### config.mk
export PLATFORM = sky130hd
export DESIGN_NAME = mdu_hilo_ctrl
export DESIGN_NICKNAME = d
export VERILOG_FILES = /design/src/rtl/mdu_hilo_ctrl_pkg.sv /design/src/rtl/mdu_hilo_ctrl_counter.sv /design/src/rtl/mdu_hilo_ctrl.sv
export SDC_FILE = /design/constraint.sdc
export NUM_CORES = 1
export LEC_CHECK = 0
export ABC_AREA = 1
export CAP_MARGIN = 15
export CORE_MARGIN = 5
export CORE_UTILIZATION = 45
export DETAILED_ROUTE_END_ITERATION = 6
export PLACE_DENSITY = 0.87
export SLEW_MARGIN = 20
export SYNTH_ARGS = -nofsm -noshare
export SYNTH_HDL_FRONTEND = slang
export SYNTH_SLANG_ARGS = --single-unit
### constraint.sdc
create_clock -name iClk -period 2.8 [get_ports iClk]
set_input_delay 0.56 -clock iClk [delete_from_list [all_inputs] [get_ports iClk]]
set_output_delay 0.56 -clock iClk [all_outputs]
set_load 0.02 [all_outputs]
### src/rtl/mdu_hilo_ctrl_pkg.sv
// Shared definitions for the HI/LO multiply-divide controller.
// Holds the FSM state encoding, the op-select values and the default divider latency.
package mdu_hilo_ctrl_pkg;

   // Width of the latency down-counter; the divider latency must fit in it.
   localparam int unsigned CntWidth = 6;

   // Default number of edges from operand sampling to a valid quotient.
   localparam int unsigned DivLatencyDefault = 34;

   // Op select carried on iOperation / oMduOperation.
   localparam logic OpMul = 1'b0;
   localparam logic OpDiv = 1'b1;

   typedef enum logic [1:0] {
      StIdle    = 2'b00,
      StMulWait = 2'b01,
      StDivWait = 2'b10,
      StDone    = 2'b11
   } state_e;

endpackage

### src/rtl/mdu_hilo_ctrl_counter.sv
// mdu_latency_counter: loadable saturating down-counter used to time MDU results.
// Ports:
//   iClk, iReset : clock, synchronous active-high reset (count -> 0)
//   iLoad        : load iValue into the counter (takes priority over iDec)
//   iValue       : load value
//   iDec         : decrement by one; holds at zero rather than wrapping
//   oCount       : current count
//   oZero        : count equals zero
module mdu_latency_counter
   import mdu_hilo_ctrl_pkg::*;
(
   input  logic                iClk,
   input  logic                iReset,
   input  logic                iLoad,
   input  logic [CntWidth-1:0] iValue,
   input  logic                iDec,
   output logic [CntWidth-1:0] oCount,
   output logic                oZero
);

   logic [CntWidth-1:0] cnt_d, cnt_q;

   always_comb begin
      cnt_d = cnt_q;
      if (iLoad) begin
         cnt_d = iValue;
      end else if (iDec && (cnt_q != '0)) begin
         cnt_d = cnt_q - 1'b1;
      end
   end

   always_ff @(posedge iClk) begin
      if (iReset) begin
         cnt_q <= '0;
      end else begin
         cnt_q <= cnt_d;
      end
   end

   assign oCount = cnt_q;
   assign oZero  = (cnt_q == '0);

endmodule

### src/rtl/mdu_hilo_ctrl.sv
// HI/LO register controller for an external multiply/divide unit.
// Latches operands for the MDU, waits a fixed latency, then captures the MDU
// result into HI (multiply) or LO (divide). Also accepts direct HI/LO writes.
// Ports:
//   iClk, iReset            : clock, synchronous active-high reset
//   iStart, iOperation      : op request and select (0 = multiply, 1 = divide)
//   iSrcA, iSrcB            : operands
//   iMoveToHi/Lo, iMoveData : direct writes to HI/LO (only when not busy)
//   oMduSrc0/1, oMduOperation : held operands/op toward the MDU
//   iMduResult              : MDU result
//   oHi, oLo                : architectural HI/LO
//   oBusy                   : stall request while waiting on the MDU
//   oDone                   : one-cycle completion pulse
module mdu_hilo_ctrl
   import mdu_hilo_ctrl_pkg::*;
#(
   parameter int unsigned DIV_LATENCY = DivLatencyDefault
) (
   input  logic        iClk,
   input  logic        iReset,
   input  logic        iStart,
   input  logic        iOperation,
   input  logic [31:0] iSrcA,
   input  logic [31:0] iSrcB,
   input  logic        iMoveToHi,
   input  logic        iMoveToLo,
   input  logic [31:0] iMoveData,
   output logic [31:0] oMduSrc0,
   output logic [31:0] oMduSrc1,
   output logic        oMduOperation,
   input  logic [31:0] iMduResult,
   output logic [31:0] oHi,
   output logic [31:0] oLo,
   output logic        oBusy,
   output logic        oDone
);

   localparam logic [CntWidth-1:0] DivLoad = CntWidth'(DIV_LATENCY);
   localparam logic [CntWidth-1:0] MulLoad = CntWidth'(1);

   state_e      state_d, state_q;
   logic [31:0] src0_d, src0_q;
   logic [31:0] src1_d, src1_q;
   logic        op_d, op_q;
   logic [31:0] hi_d, hi_q;
   logic [31:0] lo_d, lo_q;

   logic                busy;
   logic                accept;
   logic                cnt_zero;
   logic [CntWidth-1:0] cnt_load_val;
   logic [CntWidth-1:0] cnt_value;

   assign busy   = (state_q == StMulWait) || (state_q == StDivWait);
   assign accept = iStart && !busy;

   assign cnt_load_val = (iOperation == OpDiv) ? DivLoad : MulLoad;

   mdu_latency_counter u_counter (
      .iClk   (iClk),
      .iReset (iReset),
      .iLoad  (accept),
      .iValue (cnt_load_val),
      .iDec   (busy),
      .oCount (cnt_value),
      .oZero  (cnt_zero)
   );

   always_comb begin
      state_d = state_q;
      src0_d  = src0_q;
      src1_d  = src1_q;
      op_d    = op_q;
      hi_d    = hi_q;
      lo_d    = lo_q;

      // Moves first so that a capture in the same cycle (never possible, since
      // moves require !busy) or a later capture overwrites them.
      if (!busy && iMoveToHi) hi_d = iMoveData;
      if (!busy && iMoveToLo) lo_d = iMoveData;

      if (accept) begin
         src0_d = iSrcA;
         src1_d = iSrcB;
         op_d   = iOperation;
      end

      unique case (state_q)
         StIdle, StDone: begin
            if (accept) begin
               state_d = (iOperation == OpDiv) ? StDivWait : StMulWait;
            end else begin
               state_d = StIdle;
            end
         end
         StMulWait: begin
            if (cnt_zero) begin
               hi_d    = iMduResult;
               state_d = StDone;
            end
         end
         StDivWait: begin
            if (cnt_zero) begin
               lo_d    = iMduResult;
               state_d = StDone;
            end
         end
         default: state_d = StIdle;
      endcase
   end

   always_ff @(posedge iClk) begin
      if (iReset) begin
         state_q <= StIdle;
         src0_q  <= '0;
         src1_q  <= '0;
         op_q    <= OpMul;
         hi_q    <= '0;
         lo_q    <= '0;
      end else begin
         state_q <= state_d;
         src0_q  <= src0_d;
         src1_q  <= src1_d;
         op_q    <= op_d;
         hi_q    <= hi_d;
         lo_q    <= lo_d;
      end
   end

   assign oMduSrc0      = src0_q;
   assign oMduSrc1      = src1_q;
   assign oMduOperation = op_q;
   assign oHi           = hi_q;
   assign oLo           = lo_q;
   assign oBusy         = busy;
   assign oDone         = (state_q == StDone);

   // Count value is only observed through the zero flag.
   logic unused_cnt;
   assign unused_cnt = ^cnt_value;

endmodule

* Word-level counts from Yosys, hierarchy flattened
Index checks and enable logic that the tools add are counted.
Storage, ports and cells: register bits 137, input port bits 134, output and inout bits 131, word-level logic and storage cells 37
Operators by class: reductions and logical operators 12, equal/unequal tests 4, add/subtract/negate cells 1, mux-type cells 13
Operators with widths (count):
- 2-to-1 mux 32 bit | 6
- 2-to-1 mux 6 bit | 3
- logical NOT 6 bit | 1
- 2-to-1 mux 2 bit | 3
- nonzero test 6 bit | 1
- subtractor 6 x 1 -> 6 bit, second input constant | 1
- equality test 2 bit, second input constant | 2
- logical AND 1 bit | 4
- case mux 2 bit (2 select lines) | 1
- OR reduction 2 bit | 2
- equality test 2 x 1 -> 1 bit, second input constant | 1
- logical NOT 2 bit | 1
- != test 2 x 1 -> 1 bit, second input constant | 1
- nonzero test 2 bit | 1
- logical NOT 1 bit | 1
- logical OR 1 bit | 1

* Longest topological paths before layout
depth in word-level cells 7, mapped depth 9, depth with buffers taken out 8

* By module
A second synthesis with hierarchy kept.
Second synthesis, totals: cell total of the unflattened synthesis 926, area total of the unflattened synthesis 6140.9 um2
By module, submodules not included:
- mdu_hilo_ctrl | sequential area each 2622.5 um2, cells an instance 858, times used 1, area an instance 5719.2 um2
- mdu_latency_counter | sequential area each 120.1 um2, cells an instance 68, times used 1, area an instance 421.7 um2

* Worst setup path before layout
No wires, ideal clock.
path kind reg-to-reg, start register state_q[0], end register hi_q[1] (netlist: oHi[1]), arrival time 1.440 ns, stages on the path, launching flop included 9, setup slack 1.240 ns, required time 2.681 ns, path buffers 2, setup time 0.119 ns, period minus slack after synthesis 1.560 ns, path through dfxtp_1 -> inv_1 -> ha_1 -> buf_2 -> nand2_2 -> clkbuf_1 -> o21ai_0 -> o21ai_0 -> a21oi_1
Between the ends: word-level cells in the longest chain between the ends 7, elaborated cells on any way between the ends 8, those cells by class 2 x eq/ne; 3 x mux; 3 x reduce/logical
RTL lines:
- start: declaration | line mdu_hilo_ctrl.sv:41 | state_e state_d, state_q;
- start signal: assignment | line mdu_hilo_ctrl.sv:114 | state_q <= StIdle;
- start signal: assignment | line mdu_hilo_ctrl.sv:121 | state_q <= state_d;
- equality test 2 x 1 -> 1 bit / equality test 2 bit (equally long branches) | line mdu_hilo_ctrl.sv:54, mdu_hilo_ctrl.sv:88
- logical OR 1 bit | line mdu_hilo_ctrl.sv:54 | assign busy = (state_q == StMulWait) || (state_q == StDivWait);
- logical NOT 1 bit | line mdu_hilo_ctrl.sv:79 | if (!busy && iMoveToHi) hi_d = iMoveData;
- logical AND 1 bit | line mdu_hilo_ctrl.sv:79
- 2-to-1 mux 32 bit | line mdu_hilo_ctrl.sv:79
- 2-to-1 mux 32 bit | line mdu_hilo_ctrl.sv:97 | if (cnt_zero) begin
- 2-to-1 mux 32 bit (*) | line mdu_hilo_ctrl.sv:88 | unique case (state_q)
- end signal: assignment | line mdu_hilo_ctrl.sv:125 | hi_q <= hi_d;
- end: declaration | line mdu_hilo_ctrl.sv:45 | logic [31:0] hi_d, hi_q;
Every way passes the cells marked *; elsewhere a longest branch is shown, timed or not. A chain may end at the register's enable or synchronous reset.

* Worst setup path in the final report
start register state_q[0], end output port oBusy
Between the ends: word-level cells in the longest chain between the ends 2, elaborated cells on any way between the ends 3, those cells by class 2 x eq/ne; 1 x reduce/logical
RTL lines:
- equality test 2 x 1 -> 1 bit / equality test 2 bit (equally long branches) | line mdu_hilo_ctrl.sv:54
- logical OR 1 bit (*) | line mdu_hilo_ctrl.sv:54
- end: declaration | line mdu_hilo_ctrl.sv:34 | output logic oBusy,
Marks and branches as above.

==> impl_metrics.yaml <==
run_status:
  status: "complete, no violations"
clock_tree:
  root_buffer: "clkbuf_16"
  cts_buffer_depth: 2
  clkSlewWorstSetupHoldPaths_ns: 0.06
  cts_sinks: 137
  post_cts_resized: 0
  cts_tree: "done"
  cts_setup_buffers: 0
  hold_buffers: 0
  h-tree-depth: 4
  clkLatencyLatePin_ns: 0.41
  cts_buffers: 17
grt:
  grt_util_all_layers: 0.225
  antenna_found_initial: 0
  grt_pass1_vias: 5593
  grt_max_degree: 85
  grt_pass1_wl_um: 26800
  grt_overflow_total: 0
timing:
  max_freq_ghz: 0.395
  setup_violations: 0
  report.final.slew_viol_count: 0
  tns_ns: 0
  clock-skew-final_ns: 0.00667
  fin_crit_sh: 0.905
  rsz0062_at_grt: "no"
  tightest_slew_ns: 0.874
  maxSlewHeadroom: 0.417
  layout_min_cycle_time_ns: 2.53
  hold_viol: 0
yosys:
  synthTopCellsByArea: "dfxtp_1, o21ai_0, nor2_1"
  syn_inst: 777
  ys_warn_count: 0
  synth_ff_type: "dfxtp_1"
  syn_nets: 916
  syn-mean-instance-area_um2: 7.31
  syn_area_mm2: 0.00568
  synth_async_sr_flop_share: 0
  ys_seq_elements: 137
  synth_cell_types: 24
  yosysTopAreaCellShare: 0.483
  yosys.area.top_type: "dfxtp_1"
  synth_edf_count: 0
  ys_seq_area_frac: 0.483
place:
  gp_congestion: 0.798
  io_buffers: 264
  hpwlAfterDp_um: 12400
floorplanning:
  dieArea_mm2: 0.0150
  dieWidth_um: 122
  rows: 41
  core_mm2: 0.0125
  ios: 265
  dieHeight_um: 122
  start_util: 0.454
critical_path:
  crit_arrival_ns: 1.97
  ff2ff_setup_slack_ns: 0.82
  end_kind: "output pin"
  worstPathRequired_ns: 2.24
  critPathMaxFanout: 5
  crit_top_cell: "inv_1"
  cpPeakStageDelay_ns: 0.63
  slowest_stage: "clkdlybuf4s50_1"
  worstSetupPathType: "reg2out"
  cp_cell_sequence: "inv_1 > ha_1 > inv_1 > clkdlybuf4s50_1"
  crit_path_start_kind: "flop"
final_layout:
  antenna_cells: 0
  final_net_count: 1154
  syn_to_final_growth_pct: 57.3
  n_fill_cell: 1010
  drive_gt1_frac: 0.0486
  utilization: 0.714
routing:
  wl_um: 17600
  dr.first_iter.drc_count: 360
  viasPerCell: 4.98
  drtAntennaViolNets: 0
  drc_errors: 0
  wl_per_cell_um: 14.7
  drtPass1Iterations: 5
  dr_total_vias: 5973
job:
  cap_violations: 0
power_and_ir_drop:
  ir_drop_mv: 0.592
  leakagePower_nw: 3.71
  finalPower_mw: 10.1
  p_per_area_mw_per_mm2: 1120
min_path:
  worstHoldPathType: "reg2reg"
## area by class of cell
cell class / instances / area (um2) / area share
clock inverters: 11 / 98.8 / 0.0111
multi-input cells: 508 / 2370 / 0.265
well taps: 172 / 215 / 0.0241
repair buffers: 273 / 2760 / 0.309
clock buffers: 21 / 460 / 0.0515
inverters: 78 / 293 / 0.0328
flip-flops and latches: 137 / 2740 / 0.307
## registers in the layout, summed over array words and instances, names as in the netlist
name,cells
oMduOperation,1
oLo,32
state_q,2
u_counter.oCount,6
oMduSrc1,32
oHi,32
oMduSrc0,32
## logic make-up (layout without fill, tap and decap cells)
group                    Yosys count  count (layout)  share of synthesized area
adder cells (fa/ha/maj)            5               5                     0.0110
flip-flops                       137             137                      0.483
XOR/XNOR                           2               2                    0.00308
buffers and inverters            132             383                      0.100
AND/OR/NAND/NOR                  236             236                      0.170
AO/OA/AOI/OAI                    265             265                      0.233
## metal layers
metal,vias to the layer above,global-route usage,share of wire,wire length [um]
met1,2732,0.246,0.39,6850
met4,0,0.0994,0.030,525
met3,33,0.0696,0.078,1370
met5,-,0,0,0
li1,2989,-,-,-
met2,219,0.400,0.50,8850
## metrics by stage
stage	instance area (um2)	hold slack, ns	setup slack, ns	instances
6_report	8940	0.479	0.266	1200
5_1_grt	8940	0.506	0.188	1200
4_1_cts	8940	0.484	0.240	1200
3_5_place_dp	8380	0.471	0.625	1168
3_3_place_gp	8380	0.460	0.697	1168
2_1_floorplan	5680	0.477	1.24	777
## layout by cell type (no fill, tap or decap)
cell / count
nand2_1: 79
clkinvlp_4: 6
buf_4: 5
clkbuf_16: 17
clkinv_4: 1
bufinv_16: 1
nor3_1: 2
clkinv_2: 3
ha_1: 5
nand4_1: 1
nor2_2: 1
nor2_8: 2
xor2_1: 1
nor2_4: 1
dfxtp_1: 137
clkbuf_8: 2
inv_1: 76
inv_2: 2
o21ai_0: 139
clkbuf_1: 2
a21oi_1: 70
nor2_1: 140
clkdlybuf4s50_1: 264
xnor2_1: 1
buf_12: 4
nand2_2: 4
nand3_4: 1
o21ai_1: 56
nand3_1: 5
## worst max-delay path, delay by kind of cell (launching register included)
| family | cells | cell delay (ns) |
|---|---|---|
| buffers and inverters | 3 | 0.84 |
| adder cells (fa/ha/maj) | 1 | 0.38 |
| flip-flops | 1 | 0.36 |
## worst paths after layout
| path | cells after the start | start | endpoint |
|---|---|---|---|
| setup / recovery | 4 | state_q[0]$_SDFFE_PP0P_ | oBusy |
| hold / removal | 2 | oMduSrc0[10]$_SDFFE_PP0N_ | oMduSrc0[10]$_SDFFE_PP0N_ |
| setup reg to reg | 8 | state_q[0]$_SDFFE_PP0P_ | u_counter.oCount[1]$_SDFFE_PP0P_ |
| hold reg to reg | 2 | oMduSrc0[10]$_SDFFE_PP0N_ | oMduSrc0[10]$_SDFFE_PP0N_ |
## Yosys cell counts (2+ instances only)
cell type  count
dfxtp_1      137
nor2_8         2
nand2_2        4
buf_4          2
inv_1         77
buf_1          2
o21ai_1       56
nand3_1        5
nand2_1       79
buf_6          6
o21ai_0      139
clkbuf_1      27
buf_2         17
nor2_1       140
a21oi_1       70
ha_1           5
nor3_1         2
## power breakdown
group | switching [mW] | internal [mW]
registers | 0.378 | 2.65
logic | 2.86 | 2.07
clock network | 0.824 | 1.26
total | 4.06 | 5.99
(Power assumes the default switching activity.)
